### src/rtl/rv_pkg.sv
// Shared core definitions: data width, fetch queue entry layout and queue states.
package rv_pkg;

  localparam int WIDTH_DATA  = 32;
  localparam int INSTR_BYTES = 4;

  localparam logic [WIDTH_DATA-1:0] NOP_INSTR = 32'h0000_0013;

  typedef struct packed {
    logic [WIDTH_DATA-1:0] pc;
    logic [WIDTH_DATA-1:0] instruction;
  } fetch_entry_t;

  typedef enum logic [1:0] {
    Q_EMPTY = 2'd0,
    Q_ONE   = 2'd1,
    Q_FULL  = 2'd2
  } queue_state_e;

  function automatic logic [WIDTH_DATA-1:0] word_align(input logic [WIDTH_DATA-1:0] addr);
    return addr & ~(WIDTH_DATA'(INSTR_BYTES - 1));
  endfunction

endpackage

### src/rtl/instruction_fetch_if.sv
// Fetch unit bus: instruction memory port, redirect input and the decode handshake.
interface instruction_fetch_if;
  import rv_pkg::*;

  logic [WIDTH_DATA-1:0] imem_addr_o;
  logic [WIDTH_DATA-1:0] imem_instruction_i;
  logic                  redirect_i;
  logic [WIDTH_DATA-1:0] redirect_pc_i;
  logic                  valid_o;
  logic                  ready_i;
  logic [WIDTH_DATA-1:0] instruction_o;
  logic [WIDTH_DATA-1:0] pc_o;

  modport master (
    output imem_addr_o,
    input  imem_instruction_i,
    input  redirect_i,
    input  redirect_pc_i,
    output valid_o,
    input  ready_i,
    output instruction_o,
    output pc_o
  );

  modport slave (
    input  imem_addr_o,
    output imem_instruction_i,
    output redirect_i,
    output redirect_pc_i,
    input  valid_o,
    output ready_i,
    input  instruction_o,
    input  pc_o
  );

endinterface

### src/rtl/fetch_queue.sv
// Two-entry shifting FIFO of {pc, instruction}; slot0 is always the head so the
// head outputs keep their last value once the queue drains or is flushed.
module fetch_queue
  import rv_pkg::*;
(
  input  logic         clk_i,
  input  logic         rst_i,
  input  logic         push_i,
  input  logic         pop_i,
  input  logic         flush_i,
  input  fetch_entry_t entry_i,
  output fetch_entry_t head_o,
  output logic         full_o,
  output logic         empty_o
);

  queue_state_e state_q, state_d;
  fetch_entry_t slot0_q, slot0_d;
  fetch_entry_t slot1_q, slot1_d;
  logic         do_pop_s;
  logic         do_push_s;

  always_comb begin
    do_pop_s  = pop_i && (state_q != Q_EMPTY);
    do_push_s = push_i && ((state_q != Q_FULL) || do_pop_s);
  end

  // Occupancy FSM and slot shifting; flush overrides any push/pop that cycle.
  always_comb begin
    state_d = state_q;
    slot0_d = slot0_q;
    slot1_d = slot1_q;
    if (flush_i) begin
      state_d = Q_EMPTY;
    end else begin
      case (state_q)
        Q_EMPTY: begin
          if (do_push_s) begin
            slot0_d = entry_i;
            state_d = Q_ONE;
          end else begin
            state_d = Q_EMPTY;
          end
        end
        Q_ONE: begin
          if (do_push_s && do_pop_s) begin
            slot0_d = entry_i;
          end else if (do_push_s) begin
            slot1_d = entry_i;
            state_d = Q_FULL;
          end else if (do_pop_s) begin
            state_d = Q_EMPTY;
          end else begin
            state_d = Q_ONE;
          end
        end
        Q_FULL: begin
          if (do_pop_s) begin
            slot0_d = slot1_q;
            if (do_push_s) begin
              slot1_d = entry_i;
            end else begin
              state_d = Q_ONE;
            end
          end else begin
            state_d = Q_FULL;
          end
        end
        default: begin
          state_d = Q_EMPTY;
        end
      endcase
    end
  end

  always_ff @(posedge clk_i or posedge rst_i) begin
    if (rst_i) begin
      state_q <= Q_EMPTY;
      slot0_q <= '0;
      slot1_q <= '0;
    end else begin
      state_q <= state_d;
      slot0_q <= slot0_d;
      slot1_q <= slot1_d;
    end
  end

  assign head_o  = slot0_q;
  assign full_o  = (state_q == Q_FULL);
  assign empty_o = (state_q == Q_EMPTY);

endmodule

### src/rtl/instruction_fetch.sv
// Instruction fetch unit: owns the PC, fetches one word per cycle when the queue
// has room, and restarts at a word-aligned target on redirect.
module instruction_fetch
  import rv_pkg::*;
#(
  parameter logic [WIDTH_DATA-1:0] RESET_PC = 32'h0000_0000
) (
  input  logic                clk_i,
  input  logic                rst_i,
  instruction_fetch_if.master bus_if
);

  logic [WIDTH_DATA-1:0] pc_q, pc_d;
  logic                  full_s;
  logic                  empty_s;
  logic                  pop_s;
  logic                  fetch_s;
  logic                  push_s;
  fetch_entry_t          entry_s;
  fetch_entry_t          head_s;

  // A pop frees a slot in the same cycle, so a full queue still fetches when decode accepts.
  always_comb begin
    pop_s               = !empty_s && bus_if.ready_i;
    fetch_s             = !full_s || pop_s;
    push_s              = fetch_s && !bus_if.redirect_i;
    entry_s.pc          = pc_q;
    entry_s.instruction = bus_if.imem_instruction_i;
  end

  always_comb begin
    if (bus_if.redirect_i) begin
      pc_d = word_align(bus_if.redirect_pc_i);
    end else if (fetch_s) begin
      pc_d = pc_q + WIDTH_DATA'(INSTR_BYTES);
    end else begin
      pc_d = pc_q;
    end
  end

  always_ff @(posedge clk_i or posedge rst_i) begin
    if (rst_i) begin
      pc_q <= RESET_PC;
    end else begin
      pc_q <= pc_d;
    end
  end

  fetch_queue u_queue (
    .clk_i   (clk_i),
    .rst_i   (rst_i),
    .push_i  (push_s),
    .pop_i   (pop_s),
    .flush_i (bus_if.redirect_i),
    .entry_i (entry_s),
    .head_o  (head_s),
    .full_o  (full_s),
    .empty_o (empty_s)
  );

  assign bus_if.imem_addr_o   = pc_q;
  assign bus_if.valid_o       = !empty_s;
  assign bus_if.instruction_o = head_s.instruction;
  assign bus_if.pc_o          = head_s.pc;

endmodule

### src/flat_wrapper.sv
// flat-port wrapper written by rule: the top's interface ports become plain ports
module instruction_fetch_flat import rv_pkg::*;
#(
  parameter logic [WIDTH_DATA-1:0] RESET_PC = 32'h0000_0000
)
  (clk_i, rst_i, bus_if_imem_addr_o, bus_if_imem_instruction_i, bus_if_redirect_i, bus_if_redirect_pc_i, bus_if_valid_o, bus_if_ready_i, bus_if_instruction_o, bus_if_pc_o);
  instruction_fetch_if bus_if_i ();
  input  logic clk_i;
  input  logic rst_i;
  output wire logic [$bits(bus_if_i.imem_addr_o)-1:0] bus_if_imem_addr_o;
  input wire logic [$bits(bus_if_i.imem_instruction_i)-1:0] bus_if_imem_instruction_i;
  input wire logic [$bits(bus_if_i.redirect_i)-1:0] bus_if_redirect_i;
  input wire logic [$bits(bus_if_i.redirect_pc_i)-1:0] bus_if_redirect_pc_i;
  output wire logic [$bits(bus_if_i.valid_o)-1:0] bus_if_valid_o;
  input wire logic [$bits(bus_if_i.ready_i)-1:0] bus_if_ready_i;
  output wire logic [$bits(bus_if_i.instruction_o)-1:0] bus_if_instruction_o;
  output wire logic [$bits(bus_if_i.pc_o)-1:0] bus_if_pc_o;
  assign bus_if_imem_addr_o = bus_if_i.imem_addr_o;
  assign bus_if_i.imem_instruction_i = bus_if_imem_instruction_i;
  assign bus_if_i.redirect_i = bus_if_redirect_i;
  assign bus_if_i.redirect_pc_i = bus_if_redirect_pc_i;
  assign bus_if_valid_o = bus_if_i.valid_o;
  assign bus_if_i.ready_i = bus_if_ready_i;
  assign bus_if_instruction_o = bus_if_i.instruction_o;
  assign bus_if_pc_o = bus_if_i.pc_o;
  instruction_fetch #(.RESET_PC(RESET_PC)) u_core (.clk_i(clk_i), .rst_i(rst_i), .bus_if(bus_if_i));
endmodule
### config.mk
export PLATFORM = sky130hd
export DESIGN_NAME = instruction_fetch_flat
export DESIGN_NICKNAME = d
export VERILOG_FILES = /design/src/rtl/rv_pkg.sv /design/src/rtl/instruction_fetch_if.sv /design/src/rtl/fetch_queue.sv /design/src/rtl/instruction_fetch.sv /design/src/flat_wrapper.sv
export SDC_FILE = /design/constraint.sdc
export NUM_CORES = 1
export LEC_CHECK = 0
export CORE_MARGIN = 3
export CORE_UTILIZATION = 50
export CTS_CLUSTER_SIZE = 14
export DETAILED_ROUTE_END_ITERATION = 6
export MAX_ROUTING_LAYER = met4
export PLACE_DENSITY = 0.89
export SLEW_MARGIN = 20
export SYNTH_ARGS = -nofsm -noshare
export SYNTH_HDL_FRONTEND = slang
export SYNTH_SLANG_ARGS = --single-unit
export TNS_END_PERCENT = 5
### constraint.sdc
create_clock -name clk_i -period 7.55 [get_ports clk_i]
set_clock_uncertainty 0.05 [all_clocks]
set_input_delay 2.265 -clock clk_i [delete_from_list [all_inputs] [get_ports clk_i]]
set_output_delay 2.265 -clock clk_i [all_outputs]
set_load 0.02 [all_outputs]
==> impl_results.md <==
* ANT nets after route at 0
* # clock sinks at 156
* Status: finished, final reports clean
* Primary FF master, synth: dfrtp_1
* GR Overflow Total at 0
* All-Layer GR Usage at 23.4%
* Routed vias/inst at 5.50
* Max cap viols at 0
* Mux contribution to synthesized area at 19.8%
* WL per Instance at 17.9 um
* Vias at around 5000
* Synth Area in Adders at 0.323%
* VDD IR-drop max at 0.189 mV
* Critical Path Sink: u_core.u_queue.head_o[8]
* Critical Path AT at 4830 ps
* Final Critical Period at approximately 4600 ps
* CP Data Required Time at around 7800 ps
* RSZ-0062 raised after global routing: no
* Die width at 124 um
* Final Power at between 2 and 3 mW
* Post_cts resized at 0
* CTS tree: built
* Initial DRT Pass Iterations at 5
* Period utilization at 60.4%
* Pwr per Cell Area at 274 mW/mm2
* Area Growth Syn to Fin at 31.7%
* Avg Inst Size Synth at 11.7 um2
* Synth Area in XOR/XNOR at 3.39%
* Crit Path Category: input pin to register
* Dpl ws at 2640 ps
* Vias in the first global route at 5487
* Worst Tran Pin Value at roughly 1000 ps
* Ant diodes at 0
* Final hold viol count at 0
* Largest family of logic cells by synthesized area: multiplexers
* Antenna violations before repair at 0
* Commonest non-fill, non-tap cell in the layout: clkdlybuf4s50_1
* Peak Freq at 0.219 GHz
* Port-buffer cells at 158
* CP startpoint: bus_if_ready_i
* YS warnings at 0
* Number of synthesized flops with an enable pin at 0
* Worst-path cell chain: clkdlybuf4s50_1 > inv_1 > maj3_1 > nor2_4 > buf_4 > nor2_1 > a21oi_1
* Distinct cells, synth at 41
* CP delay by family, top: buffers and inverters
* Compound-Gate Fraction of Synth Area at 6.60%
* Yosys reg bits at 156
* Worst Reg-to-Reg Cells at 5
* Crit end category: register
* Worst path depth at 7
* Core area at between 0.01 and 0.015 mm2
* Sequential share of the synthesized area at 55.9%
* R2R Setup Slk at 4910 ps
* Ports at 165
* Cts hold-fix bufs at 0
* First-pass GRT wire length at 27300 um
* Final GP Congestion at between 0.8 and 0.9
* Simple-gate share of the synthesized area at 10.4%
* Worst skew pair latency at 420 ps
* FILL cells at 991
* Fin area at 0.00919 mm2
* DRC at 0
* Largest net degree at the start of global routing at 94
* R2R Path End: u_core.u_queue.slot1_q[0]
* Initial Utilization at 51.9%
* Reg-to-Reg Start: u_core.u_queue.state_q[0]
* Max stage delay on crit path at 690 ps
* Critical-path top delay cell: nor2_4
* Layout Nets at 810
* Post-Synthesis Cell Area at about 0.007 mm2
* Worst-path maximum fanout at 42
* Clock Tree Root: clkbuf_16
* CTS buffer count at 17
* Fraction of layout cells with a size suffix above 1 at 7.05%
* Leak at between 4 and 5 nW
* Rows at 42
* Mapped Cells at 598
* Maximum clock path buffer count at 2
* Post-synthesis async set-or-reset flop share at 100%
* Final worst slack at 2990 ps
* DP Area at 0.00865 mm2
* Slew Viols, Final at 0
* DRT Wirelength at 16600 um
* Die Ht at 124 um
* Post-CTS setup buffers at 0
* Setup TNS at 0 ps
* Buf/Inv on CP at 3
* H-tree depth at 4
* Drt first-iter violations at 299
* Post-DP HPWL at 10900 um
* HP Class: register to register
* Clk slew on worst S/H paths at 60 ps
* Max-slew headroom at ~30%
* Startpoint Class: input pin
* Most frequent cells in the layout: clkdlybuf4s50_1, dfrtp_1, nor2_1
* Setup-failing EPs final at 0
* Die area at 0.0154 mm2
[sequential cells by signal, summed over array words and instances, names as in the netlist]
register / cells
u_core.u_queue.slot1_q: 62
u_core.bus_if.imem_addr_o: 30
u_core.u_queue.state_q: 2
u_core.u_queue.head_o: 62
[Yosys cell counts, types with 7 or more instances]
library cell,n,area share [%]
a21oi_1,63,4.5
buf_2,18,1.3
buf_4,10,1.1
clkbuf_1,12,0.65
dfrtp_1,156,56
mux2_1,60,9.7
mux2_2,7,1.1
mux2i_1,63,9.0
nand2_1,31,1.7
nand3_1,12,0.86
nand4_1,14,1.3
nor2_1,66,3.6
o21ai_0,10,0.72
o21ai_1,14,1.0
xnor2_1,8,1.0
xor2_1,19,2.4
[final cells by class]
class / count / area (um2) / area share (%)
Timing Repair Buffer: 163 / 1630 / 17.8
Sequential cell: 156 / 3900 / 42.5
Clock inverter: 7 / 40.0 / 0.436
Inverter: 3 / 16.3 / 0.177
Clock buffer: 23 / 498 / 5.42
Tap cell: 176 / 220 / 2.40
Multi-Input combinational cell: 400 / 2880 / 31.3
[power breakdown]
group | leakage, nW | total (mW) | internal [mW] | switching, mW
clock network | 0.266 | 0.771 | 0.457 | 0.314
logic | 2.02 | 0.588 | 0.298 | 0.290
registers | 1.82 | 1.16 | 1.03 | 0.129
[through the flow]
stage / instances / hold slack, ps / utilization, %
6_report: 928 / 431 / 68.3
5_1_grt: 928 / 451 / 68.3
4_1_cts: 928 / 436 / 68.3
3_5_place_dp: 898 / 424 / 64.3
3_3_place_gp: 897 / 416 / 64.1
2_1_floorplan: 601 / 407 / -
[how the worst min path moves through the flow]
| stage | start | endpoint | slack (ps) | cells past startpoint |
|---|---|---|---|---|
| after floorplan | u_core.u_queue.slot1_q[10] | u_core.u_queue.slot1_q[10] | 410 | 1 |
| after global placement | u_core.u_queue.slot1_q[14] | u_core.u_queue.slot1_q[14] | 420 | 1 |
| after detailed placement | u_core.u_queue.slot1_q[19] | u_core.u_queue.slot1_q[19] | 420 | 1 |
| after CTS | u_core.u_queue.slot1_q[19] | u_core.u_queue.slot1_q[19] | 440 | 1 |
| after global routing | u_core.u_queue.slot1_q[58] | u_core.u_queue.slot1_q[58] | 450 | 1 |
| final | u_core.u_queue.slot1_q[19] | u_core.u_queue.slot1_q[19] | 430 | 1 |
[worst reg2reg max path, stage by stage, from the launching register on]
cell and delay [ps]:
dfrtp_1 440, nand2b_4 420, a21oi_1 290, nor2b_4 180, buf_4 710, mux2_2 440
[layer usage]
metal | routed length (um) | up-vias | global-route usage [%]
li1 | - | 2369 | -
met1 | 6860 | 2508 | 28.6
met2 | 8290 | 202 | 38.1
met3 | 1250 | 28 | 6.63
met4 | 239 | 0 | 7.39
met5 | 0 | - | -
[cell families (layout without fill, tap and decap cells)]
| family | Yosys count | count (layout) |
|---|---|---|
| simple gates | 147 | 147 |
| xor+xnor | 27 | 27 |
| buf+inv | 45 | 196 |
| other cells | 1 | 4 |
| mux | 130 | 130 |
| compound gates | 90 | 90 |
| fa+ha+maj | 2 | 2 |
| flops | 156 | 156 |
Note: power is estimated with default switching activity, not from simulation.
